## config.mk

```make
export PLATFORM = sky130hd
export DESIGN_NAME = load_store_sched
export DESIGN_NICKNAME = d
export VERILOG_FILES = /design/src/rtl/ls_sched_pkg.sv /design/src/rtl/rr_arbiter.sv /design/src/rtl/load_store_sched.sv
export SDC_FILE = /design/constraint.sdc
export NUM_CORES = 1
export LEC_CHECK = 0
export BUFFER_PORTS_ARGS = -buffer_cell sky130_fd_sc_hd__buf_2
export CELL_PAD_IN_SITES_DETAIL_PLACEMENT = 0
export CELL_PAD_IN_SITES_GLOBAL_PLACEMENT = 1
export CORE_ASPECT_RATIO = 2
export CORE_MARGIN = 2
export CORE_UTILIZATION = 48
export CTS_CLUSTER_DIAMETER = 80
export DETAILED_ROUTE_END_ITERATION = 6
export GPL_ROUTABILITY_DRIVEN = 1
export PLACE_DENSITY_LB_ADDON = 0.1
export SYNTH_ARGS = -nofsm -noshare
export SYNTH_HDL_FRONTEND = slang
export SYNTH_SLANG_ARGS = --single-unit
```

## constraint.sdc

```tcl
create_clock -name clk -period 10.8 [get_ports clk]
set_input_delay 2.16 -clock clk [delete_from_list [all_inputs] [get_ports clk]]
set_output_delay 2.16 -clock clk [all_outputs]
set_load 0.1 [all_outputs]
```

## src/rtl/ls_sched_pkg.sv

```systemverilog
`default_nettype none
// ============================================================================
// Module      : ls_sched_pkg
// Description : Shared types and constants for the load/store scheduler.
//               state_t   - scheduler FSM states (IDLE, XFER, DONE)
//               DIR_FILL  - direction code for a filling (load) requester
//               DIR_DRAIN - direction code for a draining (store) requester
// Revision    : 1.0  initial release
// ============================================================================
package ls_sched_pkg;

  typedef enum logic [1:0] {
    IDLE = 2'd0,
    XFER = 2'd1,
    DONE = 2'd2
  } state_t;

  localparam logic DIR_FILL  = 1'b1;
  localparam logic DIR_DRAIN = 1'b0;

endpackage
`default_nettype wire

```

## src/rtl/rr_arbiter.sv

```systemverilog
`default_nettype none
// ============================================================================
// Module      : rr_arbiter
// Description : Combinational round-robin pick. Returns the first eligible
//               index at or after the pointer, wrapping around NREQ.
// Ports       : eligible [NREQ] in  - candidate mask
//               ptr      [IW]   in  - highest-priority index
//               pick     [NREQ] out - one-hot winner, zero when none eligible
//               pick_idx [IW]   out - binary index of the winner
// Revision    : 1.0  initial release
// ============================================================================
module rr_arbiter
  import ls_sched_pkg::*;
#(
  parameter int NREQ = 4,
  parameter int IW   = (NREQ > 1) ? $clog2(NREQ) : 1
) (
  input  logic [NREQ-1:0] eligible,
  input  logic [IW-1:0]   ptr,
  output logic [NREQ-1:0] pick,
  output logic [IW-1:0]   pick_idx
);

  always_comb begin
    logic found;
    int   idx;
    pick     = '0;
    pick_idx = '0;
    found    = 1'b0;
    idx      = 0;
    for (int i = 0; i < NREQ; i++) begin
      // Walk from the pointer upward, wrapping without a modulo operator.
      idx = int'(ptr) + i;
      if (idx >= NREQ) idx = idx - NREQ;
      if (!found && eligible[idx]) begin
        found     = 1'b1;
        pick[idx] = 1'b1;
        pick_idx  = IW'(idx);
      end
    end
  end

endmodule
`default_nettype wire

```

## src/rtl/load_store_sched.sv

```systemverilog
`default_nettype none
// ============================================================================
// Module      : load_store_sched
// Description : Round-robin scheduler sharing one saturating volume counter
//               among NREQ fill/drain requesters. A grant moves up to BURST
//               units, one per cycle, then releases for one done cycle and
//               one idle arbitration cycle.
// Options     : LS_SCHED_WM_EN - adds hi_wm/lo_wm outputs and watermark
//               class preference in arbitration (drainers when high,
//               fillers when low).
// Ports       : clk   in  - rising-edge clock
//               rst   in  - asynchronous active-low reset
//               req   in  - per-requester request
//               dir   in  - per-requester direction, 1 fill / 0 drain
//               gnt   out - one-hot grant
//               level out - current volume 0..CAP
//               full  out - level == CAP
//               empty out - level == 0
//               done  out - one-cycle pulse after the last beat of a grant
//               hi_wm out - (option) level >= HI_WM
//               lo_wm out - (option) level <= LO_WM
// Revision    : 1.0  initial release
// ============================================================================
module load_store_sched
  import ls_sched_pkg::*;
#(
  parameter int NREQ  = 4,
  parameter int CAP   = 15000,
  parameter int CBITS = 14,
  parameter int BURST = 16,
  parameter int HI_WM = 12000,
  parameter int LO_WM = 3000
) (
  input  logic             clk,
  input  logic             rst,
  input  logic [NREQ-1:0]  req,
  input  logic [NREQ-1:0]  dir,
  output logic [NREQ-1:0]  gnt,
  output logic [CBITS-1:0] level,
  output logic             full,
  output logic             empty,
  output logic             done
`ifdef LS_SCHED_WM_EN
  ,
  output logic             hi_wm,
  output logic             lo_wm
`endif
);

  localparam int IW = (NREQ > 1) ? $clog2(NREQ) : 1;
  localparam int BW = $clog2(BURST + 1);

  if (NREQ < 2 || BURST < 1 || CAP >= (1 << CBITS) || HI_WM < 0 || LO_WM < 0)
  begin : g_param_check
    $error("load_store_sched: illegal parameter combination");
  end

  state_t            state;
  logic [IW-1:0]     rr_ptr;
  logic [IW-1:0]     gidx;
  logic              dir_l;
  logic [BW-1:0]     beats;

  logic [NREQ-1:0]   elig_base;
  logic [NREQ-1:0]   elig;
  logic [NREQ-1:0]   pick;
  logic [IW-1:0]     pick_idx;
  logic              beat;
  logic              last;
  logic [CBITS-1:0]  level_nxt;

  assign full  = (level == CBITS'(CAP));
  assign empty = (level == '0);

  // A fill cannot start while full, a drain cannot start while empty.
  assign elig_base = req & ~(dir & {NREQ{full}}) & ~(~dir & {NREQ{empty}});

`ifdef LS_SCHED_WM_EN
  always_comb begin
    logic [NREQ-1:0] drainers;
    logic [NREQ-1:0] fillers;
    drainers = elig_base & ~dir;
    fillers  = elig_base & dir;
    if (hi_wm && |drainers)     elig = drainers;
    else if (lo_wm && |fillers) elig = fillers;
    else                        elig = elig_base;
  end
`else
  assign elig = elig_base;
`endif

  rr_arbiter #(
    .NREQ (NREQ),
    .IW   (IW)
  ) u_arb (
    .eligible (elig),
    .ptr      (rr_ptr),
    .pick     (pick),
    .pick_idx (pick_idx)
  );

  // A beat happens only while the granted requester still holds req.
  assign beat = (state == XFER) && |(req & gnt);

  always_comb begin
    level_nxt = level;
    if (beat) begin
      if (dir_l == DIR_FILL) level_nxt = level + CBITS'(1);
      else                   level_nxt = level - CBITS'(1);
    end
  end

  // The end test looks at the post-beat level so a transfer stops exactly
  // at the boundary instead of attempting one more beat.
  assign last = !beat
             || (beats + BW'(1) == BW'(BURST))
             || (dir_l == DIR_FILL  && level_nxt == CBITS'(CAP))
             || (dir_l == DIR_DRAIN && level_nxt == '0);

  always_ff @(posedge clk or negedge rst) begin
    if (!rst) begin
      state  <= IDLE;
      gnt    <= '0;
      level  <= '0;
      done   <= 1'b0;
      rr_ptr <= '0;
      gidx   <= '0;
      dir_l  <= DIR_DRAIN;
      beats  <= '0;
`ifdef LS_SCHED_WM_EN
      hi_wm  <= 1'b0;
      lo_wm  <= 1'b1;
`endif
    end else begin
      if (beat) begin
        assert (!(dir_l == DIR_FILL  && level == CBITS'(CAP)) &&
                !(dir_l == DIR_DRAIN && level == '0))
          else $error("load_store_sched: level would wrap");
      end

      level <= level_nxt;
`ifdef LS_SCHED_WM_EN
      hi_wm <= (int'(level_nxt) >= HI_WM);
      lo_wm <= (int'(level_nxt) <= LO_WM);
`endif

      case (state)
        IDLE: begin
          done <= 1'b0;
          if (|elig) begin
            gnt   <= pick;
            gidx  <= pick_idx;
            dir_l <= dir[pick_idx];
            beats <= '0;
            state <= XFER;
          end
        end
        XFER: begin
          if (beat) beats <= beats + BW'(1);
          if (last) begin
            gnt   <= '0;
            done  <= 1'b1;
            state <= DONE;
          end
        end
        DONE: begin
          done   <= 1'b0;
          rr_ptr <= (gidx == IW'(NREQ - 1)) ? '0 : gidx + IW'(1);
          state  <= IDLE;
        end
        default: begin
          gnt   <= '0;
          done  <= 1'b0;
          state <= IDLE;
        end
      endcase
    end
  end

endmodule
`default_nettype wire

```

==> results of run 1 <==
[registers in the layout, summed over array words and instances, names as in the netlist]
name and count:
gidx 2, rr_ptr 2, gnt 4, level 14, beats 5, state 2, done 1, dir_l 1
[layout by cell type (no fill, tap or decap), drive strengths merged, types with 6 or more instances in the layout]
cell,n
inv,12
nand4,6
ha,21
o21ai,25
a21oi,18
a21o,8
nor2,21
xor2,6
or4,10
nand2,42
o21a,7
dfrtp,31
nor4,8
clkbuf,8
buf,30
[layout make-up]
class / instances / area [µm²] / area share
clock buffers: 8 / 156 / 0.0508
inverters: 13 / 48.8 / 0.0159
multi-input cells: 266 / 1870 / 0.608
flip-flops and latches: 31 / 776 / 0.252
well taps: 61 / 76.3 / 0.0248
repair buffers: 30 / 150 / 0.0488
[how the worst max path moves through the flow]
| stage | from | cells past startpoint | endpoint |
|---|---|---|---|
| 2_1_floorplan | level[6]$_DFF_PN0_ | 3 | full |
| 3_3_place_gp | dir[1] | 9 | dir_l$_DFFE_PN0P_ |
| 3_5_place_dp | req[3] | 9 | gnt[0]$_DFFE_PN0P_ |
| 4_1_cts | req[3] | 9 | gnt[0]$_DFFE_PN0P_ |
| 5_1_grt | req[3] | 9 | gnt[3]$_DFFE_PN0P_ |
| 6_report | req[3] | 9 | gnt[0]$_DFFE_PN0P_ |
[layer usage]
metal,share of wire,vias to the layer above,routed length (µm),global-route usage
met5,0,-,0,0
met4,0.018,0,130,0.0791
met3,0.035,10,259,0.0268
met2,0.50,76,3690,0.389
met1,0.45,1297,3320,0.350
li1,-,1282,-,-
[stage by stage]
| stage | hold slack, ns | instances | setup WS (ns) | cell area (µm²) |
|---|---|---|---|---|
| 2_1_floorplan | 0.459 | 322 | 5.26 | 2750 |
| 3_3_place_gp | 0.473 | 401 | 5.84 | 2920 |
| 3_5_place_dp | 0.482 | 401 | 5.75 | 2920 |
| 4_1_cts | 0.489 | 409 | 6.01 | 3080 |
| 5_1_grt | 0.532 | 409 | 5.79 | 3080 |
| 6_report | 0.488 | 409 | 5.99 | 3080 |
[worst reg2reg max path: stages (launching register included)]
cell,delay [ns]
sky130_fd_sc_hd__dfrtp_1,0.45
sky130_fd_sc_hd__inv_1,0.46
sky130_fd_sc_hd__ha_1,0.40
sky130_fd_sc_hd__a2111oi_0,0.55
sky130_fd_sc_hd__o21ai_1,0.20
sky130_fd_sc_hd__a2111oi_1,0.82
sky130_fd_sc_hd__or3_1,0.21
sky130_fd_sc_hd__a31oi_1,0.13
sky130_fd_sc_hd__or4_1,0.56
sky130_fd_sc_hd__mux2i_1,0.14
sky130_fd_sc_hd__a21oi_1,0.20
sky130_fd_sc_hd__a21o_1,0.26
[cells by family (layout without fill, tap and decap cells)]
group | after synthesis | count (layout)
adder cells (fa/ha/maj) | 22 | 22
AND/OR/NAND/NOR | 117 | 117
AO/OA/AOI/OAI | 109 | 109
buffers and inverters | 25 | 51
flip-flops | 31 | 31
multiplexers | 8 | 8
XOR/XNOR | 10 | 10
==> reports/qor.txt, run 1 <==
=================================================================================
Antenna violations before repair ...................................            0
Initial DRT Pass Iterations ........................................            4
FFs w/ async S/R, synth ............................................         1.00
Latest clock arrival within the worst-skew pair ....................      0.27 ns
DIE AREA ...........................................................  0.00638 mm²
Top cell types by occurrence after synthesis ....................... sky130_fd_sc_hd__nand2_1 (42), sky130_fd_sc_hd__dfrtp_1 (31), sky130_fd_sc_hd__ha_1 (21), sky130_fd_sc_hd__nor2_1 (21), sky130_fd_sc_hd__a21oi_1 (18)
Critical path class ................................................ input port to flop
Dominant register cell in the synthesized netlist .................. sky130_fd_sc_hd__dfrtp_1
DRT iter0 DRCs .....................................................          169
Post-CTS Hold Buffers ..............................................            0
Num rows ...........................................................           39
Adder-cell share of the synthesized area ...........................        0.103
Critical Path Fanout Max ...........................................           25
Worst path cell trace .............................................. buf_2 > a22oi_1 > a21o_1 > o21ai_0 > or4_1 > or4_1 > mux2i_1 > a21oi_1 > a21o_1
Worst-path clk slew ................................................      0.05 ns
Hold crit path type ................................................ flop to flop
P&R area growth vs syn .............................................        12.0%
Mux contribution to synthesized area ...............................       0.0433
Origin of the critical flop-to-flop path ........................... dir_l$_DFFE_PN0P_
Via count of the first global-routing pass .........................         2542
Number of stages on the worst hold path ............................            1
CP max-delay cell .................................................. sky130_fd_sc_hd__a21o_1
H-tree level count .................................................            2
Setup slack of the most critical reg-to-reg path ...................      6.32 ns
Post-synthesis simple-gate area fraction ...........................        0.223
Maximum number of pins on one net before global-route repair .......           32
Synthesized area ...................................................  0.00275 mm²
Wire length of the first global-routing pass .......................     12600 µm
DRC Markers ........................................................            0
Library cell occupying the most area in the post-synthesis netlist . sky130_fd_sc_hd__dfrtp_1
Setup repair after global routing missed its margin ................           no
Die boundary height ................................................       111 µm
Number of buffer and inverter stages on the critical path ..........            1
Number of gates resized after CTS ..................................            0
Clock Sink Count ...................................................           31
Cell variety after synth ...........................................           64
Antenna Cells ......................................................            0
Number of cells produced by synthesis ..............................          322
Run status ......................................................... complete, no violations
Fillers ............................................................          539
Number of input and output port buffers inserted ...................           30
Wirelength, routed .................................................      7400 µm
Crit share post-route ..............................................        0.446
Fraction of layout cells with a size suffix above 1 ................        0.144
Clock tree from TritonCTS ..........................................          yes
Capture point of the worst reg-to-reg path ......................... gnt[0]$_DFFE_PN0P_
WHS Endpoint ....................................................... rr_ptr[0]$_DFFE_PN0P_
Flip-flop and latch count after synthesis ..........................           31
DR vias ............................................................         2665
Final setup viols ..................................................            0
Slowest stage delay, CP ............................................      0.66 ns
Number of hold violations in the final report ......................            0
Initial standard-cell utilization of the core ......................        0.490
Synthesized Nets ...................................................          354
CP delay by family, top ............................................ compound AO/OA/AOI/OAI gates
Period minus WS final ..............................................      4.81 ns
Tightest slew margin relative to the limit .........................        0.403
Routed wire length per instance ....................................      18.1 µm
DPL Wire Length ....................................................      5510 µm
Hold Crit Start .................................................... gidx[0]$_DFFE_PN0P_
Fmax ...............................................................      208 MHz
Antenna-violating nets left ........................................            0
Total congestion overflow after global routing .....................            0
Max-cap violations .................................................            0
Setup TNS ..........................................................         0 ns
Number of max-slew violations in the final report ..................            0
Leading cell types by total area after synthesis ................... sky130_fd_sc_hd__dfrtp_1 (28%), sky130_fd_sc_hd__ha_1 (9.6%), sky130_fd_sc_hd__nand2_1 (5.7%)
Number of buffers inserted by post-CTS setup repair ................            0
Number of top-level pins ...........................................           31
Overall global routing resource usage ..............................        0.247
Clock tree skew after final layout .................................   0.00208 ns
Actual transition at the worst max-transition pin ..................     0.893 ns
Sort of element at the start of the critical path ..................   input port
Arrival time worst endpoint ........................................      4.98 ns
Count of nets after finishing ......................................          379
Final RePlAce weighted congestion ..................................        0.895
Buffer type at the clock tree root ................................. sky130_fd_sc_hd__clkbuf_16
Number of warnings printed during yosys synthesis ..................            0
Sequential fraction of the synthesis area ..........................        0.282
Synthesized-area fraction occupied by ao, oa, aoi and oai cells ....        0.280
Req. time, crit path ...............................................     10.96 ns
Maximum buffer depth of the clock tree .............................            2
Portion of synthesized cell area occupied by the leading cell type .        0.282
Average instance area after synthesis ..............................     8.53 µm²
DIE WIDTH ..........................................................      57.5 µm
Clock buffer count from CTS ........................................            5
Count of flip-flops with a built-in enable after synthesis .........            0
Area of the core region ............................................  0.00561 mm²
Final core occ .....................................................        0.548
Largest family of logic cells by synthesized area .................. compound AO/OA/AOI/OAI gates
Type of element capturing the critical path ........................         flop
Xor/xnor cell area share of the yosys netlist ......................       0.0319
DR vias/cell .......................................................         6.52
Most instantiated library cell after synthesis ..................... sky130_fd_sc_hd__nand2_1
Worst Reg2Reg Path Length in Cells .................................           11
=================================================================================
Power of run 1 is left out: the tool's default activity adds up to more than one toggle a clock period on the data nets, which glitch-free logic cannot reach.
==> run 2, diff against run 1 <==
CORE_UTILIZATION = 40   (was 48)
clock period = 4 ns   (was 10.8 ns; I/O delays follow)
==> reports/qor.txt, run 2 (same netlist as run 1, synthesis figures left out) <==
==================================================================================
Run status .......................................................... complete, no violations
H-tree level count ..................................................            2
Num rows ............................................................           42
Clock tree from TritonCTS ...........................................          yes
Maximum buffer depth of the clock tree ..............................            2
Setup repair after global routing missed its margin .................           no
DIE WIDTH ...........................................................      62.6 µm
Period minus WS final ...............................................      3.66 ns
Clock Sink Count ....................................................           31
Total congestion overflow after global routing ......................            0
Initial DRT Pass Iterations .........................................            4
Crit share post-route ...............................................        0.914
Register ranked first by flip-flop count ............................        level
Sort of element at the start of the critical path ...................         flop
Req. time, crit path ................................................      4.13 ns
Most common cell after layout, fill and taps aside .................. sky130_fd_sc_hd__nand2_1
DRC Markers .........................................................            0
Area of the core region .............................................  0.00662 mm²
Type of element capturing the critical path .........................         flop
Actual transition at the worst max-transition pin ...................     0.760 ns
Destination of the critical timing path ............................. dir_l$_DFFE_PN0P_
Antenna-violating nets left .........................................            0
Tightest slew margin relative to the limit ..........................        0.493
Fin Hold WS .........................................................     0.494 ns
Buffer type at the clock tree root .................................. sky130_fd_sc_hd__clkbuf_16
Critical path origin ................................................ level[6]$_DFF_PN0_
Number of top-level pins ............................................           31
Capture point of the worst reg-to-reg path .......................... dir_l$_DFFE_PN0P_
Die boundary height .................................................       121 µm
Critical Path Fanout Max ............................................           10
Maximum number of pins on one net before global-route repair ........           32
Final RePlAce weighted congestion ...................................        0.831
Placement Setup Slack ...............................................     0.281 ns
Fraction of layout cells with a size suffix above 1 .................        0.218
Clock tree skew after final layout ..................................   0.00503 ns
Number of max-slew violations in the final report ...................            0
Final setup viols ...................................................            0
DR vias .............................................................         2664
Critical path class ................................................. flop to flop
Count of nets after finishing .......................................          389
DRT iter0 DRCs ......................................................          109
Regs by FF count .................................................... level x14, beats x5, gnt x4
DPL Wire Length .....................................................      6710 µm
Worst Reg2Reg Path Length in Cells ..................................            8
Fmax ................................................................      274 MHz
Most frequent cells in the layout ................................... sky130_fd_sc_hd__nand2_1 (42), sky130_fd_sc_hd__buf_2 (30), sky130_fd_sc_hd__ha_1 (21), sky130_fd_sc_hd__nor2_1 (20)
Number of hold violations in the final report .......................            0
Origin of the critical flop-to-flop path ............................ level[6]$_DFF_PN0_
Worst-path clk slew .................................................      0.05 ns
Wirelength, routed ..................................................      8250 µm
Overall global routing resource usage ...............................        0.231
Clock buffer count from CTS .........................................            5
Hold crit path type ................................................. flop to flop
Latest clock arrival within the worst-skew pair .....................      0.27 ns
Post-CTS Hold Buffers ...............................................            0
Wire length of the first global-routing pass ........................     13500 µm
Max-cap violations ..................................................            0
Fillers .............................................................          698
P&R area growth vs syn ..............................................        17.4%
Initial standard-cell utilization of the core .......................        0.415
Antenna Cells .......................................................            0
Setup slack of the most critical reg-to-reg path ....................      0.34 ns
Flip-flop count of the largest register, all copies and words added .           14
Number of buffers inserted by post-CTS setup repair .................            0
Arrival time worst endpoint .........................................      3.79 ns
DIE AREA ............................................................  0.00759 mm²
Number of input and output port buffers inserted ....................           30
Number of gates resized after CTS ...................................            0
DR vias/cell ........................................................         5.97
Via count of the first global-routing pass ..........................         2725
Routed wire length per instance .....................................      18.5 µm
Antenna violations before repair ....................................            0
Post-layout worst setup margin ......................................     0.344 ns
==================================================================================
[run 2: cell types whose count changed in the layout (fill, tap and decap cells not counted), sizes merged]
cell,delta
clkbuf,-1
clkinv,+1
buf,+10
[run 2: worst max-delay path, stage by stage (launching register included)]
cell	delay, ns
sky130_fd_sc_hd__dfrtp_4	0.50
sky130_fd_sc_hd__or4_1	0.70
sky130_fd_sc_hd__nor4_1	0.59
sky130_fd_sc_hd__nor2_1	0.19
sky130_fd_sc_hd__mux4_2	0.63
sky130_fd_sc_hd__o21ai_2	0.19
sky130_fd_sc_hd__o22ai_2	0.13
sky130_fd_sc_hd__a2111oi_0	0.48
sky130_fd_sc_hd__a211oi_1	0.10
[run 2: layout make-up]
class                      instances  area [µm²]  area share
clock buffer                       7         143      0.0442
clock inverter                     1        5.00     0.00155
inverter                          13        48.8      0.0151
multi-input combinational        266        1890       0.587
sequential                        31         801       0.248
tap                               88         110      0.0341
timing repair buffer              40         225      0.0698
[run 2: how the worst min path moves through the flow]
stage	slack, ns	from	depth (start not counted)	to
after detailed placement	0.49	gidx[0]$_DFFE_PN0P_	1	rr_ptr[0]$_DFFE_PN0P_
after global placement	0.47	gidx[0]$_DFFE_PN0P_	1	rr_ptr[0]$_DFFE_PN0P_
after global routing	0.52	gidx[0]$_DFFE_PN0P_	1	rr_ptr[0]$_DFFE_PN0P_
after floorplan	0.46	gidx[0]$_DFFE_PN0P_	1	rr_ptr[0]$_DFFE_PN0P_
after CTS	0.50	gidx[1]$_DFFE_PN0P_	2	gidx[1]$_DFFE_PN0P_
final	0.49	gidx[1]$_DFFE_PN0P_	2	gidx[1]$_DFFE_PN0P_
[run 2: stage by stage]
stage | util | std cells | area (µm²) | setup TNS [ns]
2_1_floorplan | - | 322 | 2790 | -0.129
3_3_place_gp | 0.464 | 438 | 3070 | 0
3_5_place_dp | 0.464 | 438 | 3070 | 0
4_1_cts | 0.486 | 446 | 3220 | 0
5_1_grt | 0.487 | 446 | 3230 | 0
6_report | 0.487 | 446 | 3230 | 0
[run 2: routing by layer]
layer  GRT usage  vias to the layer above  share of wire  wire [µm]
li1            -                     1306              -          -
met1       0.220                     1291           0.36       2960
met2       0.468                       51           0.59       4850
met3      0.0278                       16          0.020        169
met4       0.114                        0          0.033        276
met5           0                        -              0          0
Power of run 2 is left out for the same reason.
==> run 3, diff against run 2 <==
CELL_PAD_IN_SITES_DETAIL_PLACEMENT = not set   (was 0)
CELL_PAD_IN_SITES_GLOBAL_PLACEMENT = not set   (was 1)
CORE_UTILIZATION = 50   (was 40)
PLACE_DENSITY = 0.73   (was not set)
PLACE_DENSITY_LB_ADDON = not set   (was 0.1)
==> reports/qor.txt, run 3 (same netlist as run 1, synthesis figures left out) <==
==================================================================================
Buffer type at the clock tree root .................................. sky130_fd_sc_hd__clkbuf_8
Number of input and output port buffers inserted ....................           30
DR vias .............................................................         2704
Antenna violations before repair ....................................            0
Number of hold violations in the final report .......................            0
Slowest stage delay, CP .............................................      0.52 ns
Max-cap violations ..................................................            0
Regs by FF count .................................................... level x14, beats x5, gnt x4
Fraction of layout cells with a size suffix above 1 .................        0.220
Worst-path clk slew .................................................      0.07 ns
Clock buffer count from CTS .........................................            5
Die boundary height .................................................       109 µm
Crit share post-route ...............................................        0.921
DIE AREA ............................................................  0.00614 mm²
Post-route cell area ................................................  0.00316 mm²
Critical path class ................................................. flop to flop
Most frequent cells in the layout ................................... sky130_fd_sc_hd__nand2_1 (42), sky130_fd_sc_hd__buf_2 (30), sky130_fd_sc_hd__ha_1 (21), sky130_fd_sc_hd__nor2_1 (20)
Worst path cell trace ............................................... inv_1 > buf_4 > ha_1 > a2111oi_0 > o21ai_1 > a2111oi_1 > or3_1 > a31oi_1 > or4_1 > mux2i_1 > a21oi_2 > a21o_1
Overall global routing resource usage ...............................        0.261
Clock Sink Count ....................................................           31
Num rows ............................................................           38
Via count of the first global-routing pass ..........................         2720
DPL Wire Length .....................................................      6040 µm
Capture point of the worst reg-to-reg path .......................... gnt[3]$_DFFE_PN0P_
Total congestion overflow after global routing ......................            0
Post-placement cell area ............................................  0.00304 mm²
Final core occ ......................................................        0.589
Final RePlAce weighted congestion ...................................        0.954
Clock tree from TritonCTS ...........................................          yes
DRT iter0 DRCs ......................................................          119
Critical Path Fanout Max ............................................            9
Area used by multi-input combinational logic ........................  0.00189 mm²
Setup slack of the most critical reg-to-reg path ....................      0.31 ns
Placement Setup Slack ...............................................     0.309 ns
Run status .......................................................... complete, no violations
Maximum number of pins on one net before global-route repair ........           32
Worst Reg2Reg Path Length in Cells ..................................           12
Sort of element at the start of the critical path ...................         flop
Post-CTS Hold Buffers ...............................................            0
Count of nets after finishing .......................................          390
Critical path origin ................................................ dir_l$_DFFE_PN0P_
H-tree level count ..................................................            2
Period minus WS final ...............................................      3.69 ns
Maximum buffer depth of the clock tree ..............................            2
Setup repair after global routing missed its margin .................           no
Number of buffers inserted by post-CTS setup repair .................            0
Fmax ................................................................      271 MHz
DIE WIDTH ...........................................................      56.4 µm
DRC Markers .........................................................            0
Clock tree skew after final layout ..................................   0.00715 ns
Hold crit path type ................................................. flop to flop
Number of max-slew violations in the final report ...................            0
Number of top-level pins ............................................           31
Initial DRT Pass Iterations .........................................            4
CP max-delay cell ................................................... sky130_fd_sc_hd__a2111oi_0
Wirelength, routed ..................................................      7530 µm
Initial standard-cell utilization of the core .......................        0.511
Latest clock arrival within the worst-skew pair .....................      0.29 ns
Antenna-violating nets left .........................................            0
Area used by sequential logic in the layout .........................      801 µm²
Flip-flop count of the largest register, all copies and words added .           14
Fillers .............................................................          510
Antenna Cells .......................................................            0
Tightest slew margin relative to the limit ..........................        0.547
Type of element capturing the critical path .........................         flop
P&R area growth vs syn ..............................................        15.1%
Origin of the critical flop-to-flop path ............................ dir_l$_DFFE_PN0P_
DR vias/cell ........................................................         6.45
Destination of the critical timing path ............................. gnt[3]$_DFFE_PN0P_
Most common cell after layout, fill and taps aside .................. sky130_fd_sc_hd__nand2_1
Register ranked first by flip-flop count ............................        level
Arrival time worst endpoint .........................................      3.87 ns
Routed wire length per instance .....................................      18.0 µm
Post-layout worst setup margin ......................................     0.314 ns
Area of the core region .............................................  0.00537 mm²
Req. time, crit path ................................................      4.18 ns
Setup TNS ...........................................................         0 ns
Wire length of the first global-routing pass ........................     12400 µm
Actual transition at the worst max-transition pin ...................     0.679 ns
Final setup viols ...................................................            0
==================================================================================
==> run 3: worst min path at each step <==
| stage | start | to | slack, ns | cells after the start |
|---|---|---|---|---|
| 6_report | gidx[1]$_DFFE_PN0P_ | gidx[1]$_DFFE_PN0P_ | 0.50 | 2 |
| 5_1_grt | gidx[0]$_DFFE_PN0P_ | rr_ptr[0]$_DFFE_PN0P_ | 0.54 | 1 |
| 4_1_cts | gidx[1]$_DFFE_PN0P_ | gidx[1]$_DFFE_PN0P_ | 0.50 | 2 |
| 3_5_place_dp | gidx[1]$_DFFE_PN0P_ | gidx[1]$_DFFE_PN0P_ | 0.49 | 2 |
| 3_3_place_gp | gidx[1]$_DFFE_PN0P_ | gidx[1]$_DFFE_PN0P_ | 0.48 | 2 |
| 2_1_floorplan | gidx[0]$_DFFE_PN0P_ | rr_ptr[0]$_DFFE_PN0P_ | 0.46 | 1 |
==> run 3: area by class of cell <==
| cell class | instances | share of cell area |
|---|---|---|
| Inverter | 13 | 0.0154 |
| Timing Repair Buffer | 41 | 0.0736 |
| Multi-Input combinational cell | 266 | 0.597 |
| Tap cell | 60 | 0.0237 |
| Clock inverter | 2 | 0.0111 |
| Sequential cell | 31 | 0.253 |
| Clock buffer | 6 | 0.0261 |
==> run 3: worst max-delay path: cells and delay by family (launching register included) <==
kind / cells / cell delay, ns
muxes: 1 / 0.20
DFF: 1 / 0.44
and+or+nand+nor: 2 / 0.68
buffers and inverters: 2 / 0.40
adders and majority gates: 1 / 0.23
AOI/OAI and AO/OA: 6 / 1.64
==> run 3: through the flow <==
step	std cells	hold slack (ns)
3_3_place_gp	411	0.477
4_1_cts	419	0.504
2_1_floorplan	322	0.459
6_report	419	0.498
3_5_place_dp	411	0.490
5_1_grt	419	0.535
==> run 3: per-layer routing <==
layer / part of all wire / global-route usage
met2: 0.53 / 0.464
met4: 0.068 / 0.226
met1: 0.37 / 0.267
met3: 0.034 / 0.0225
met5: 0 / 0
==> run 3: repair_timing <==
item                                   in CTS  in global routing
gates resized for setup                     0                  1
setup endpoints to repair                   0                  7
endpoints found under the hold margin       0                  0
Power of run 3 is left out for the same reason.
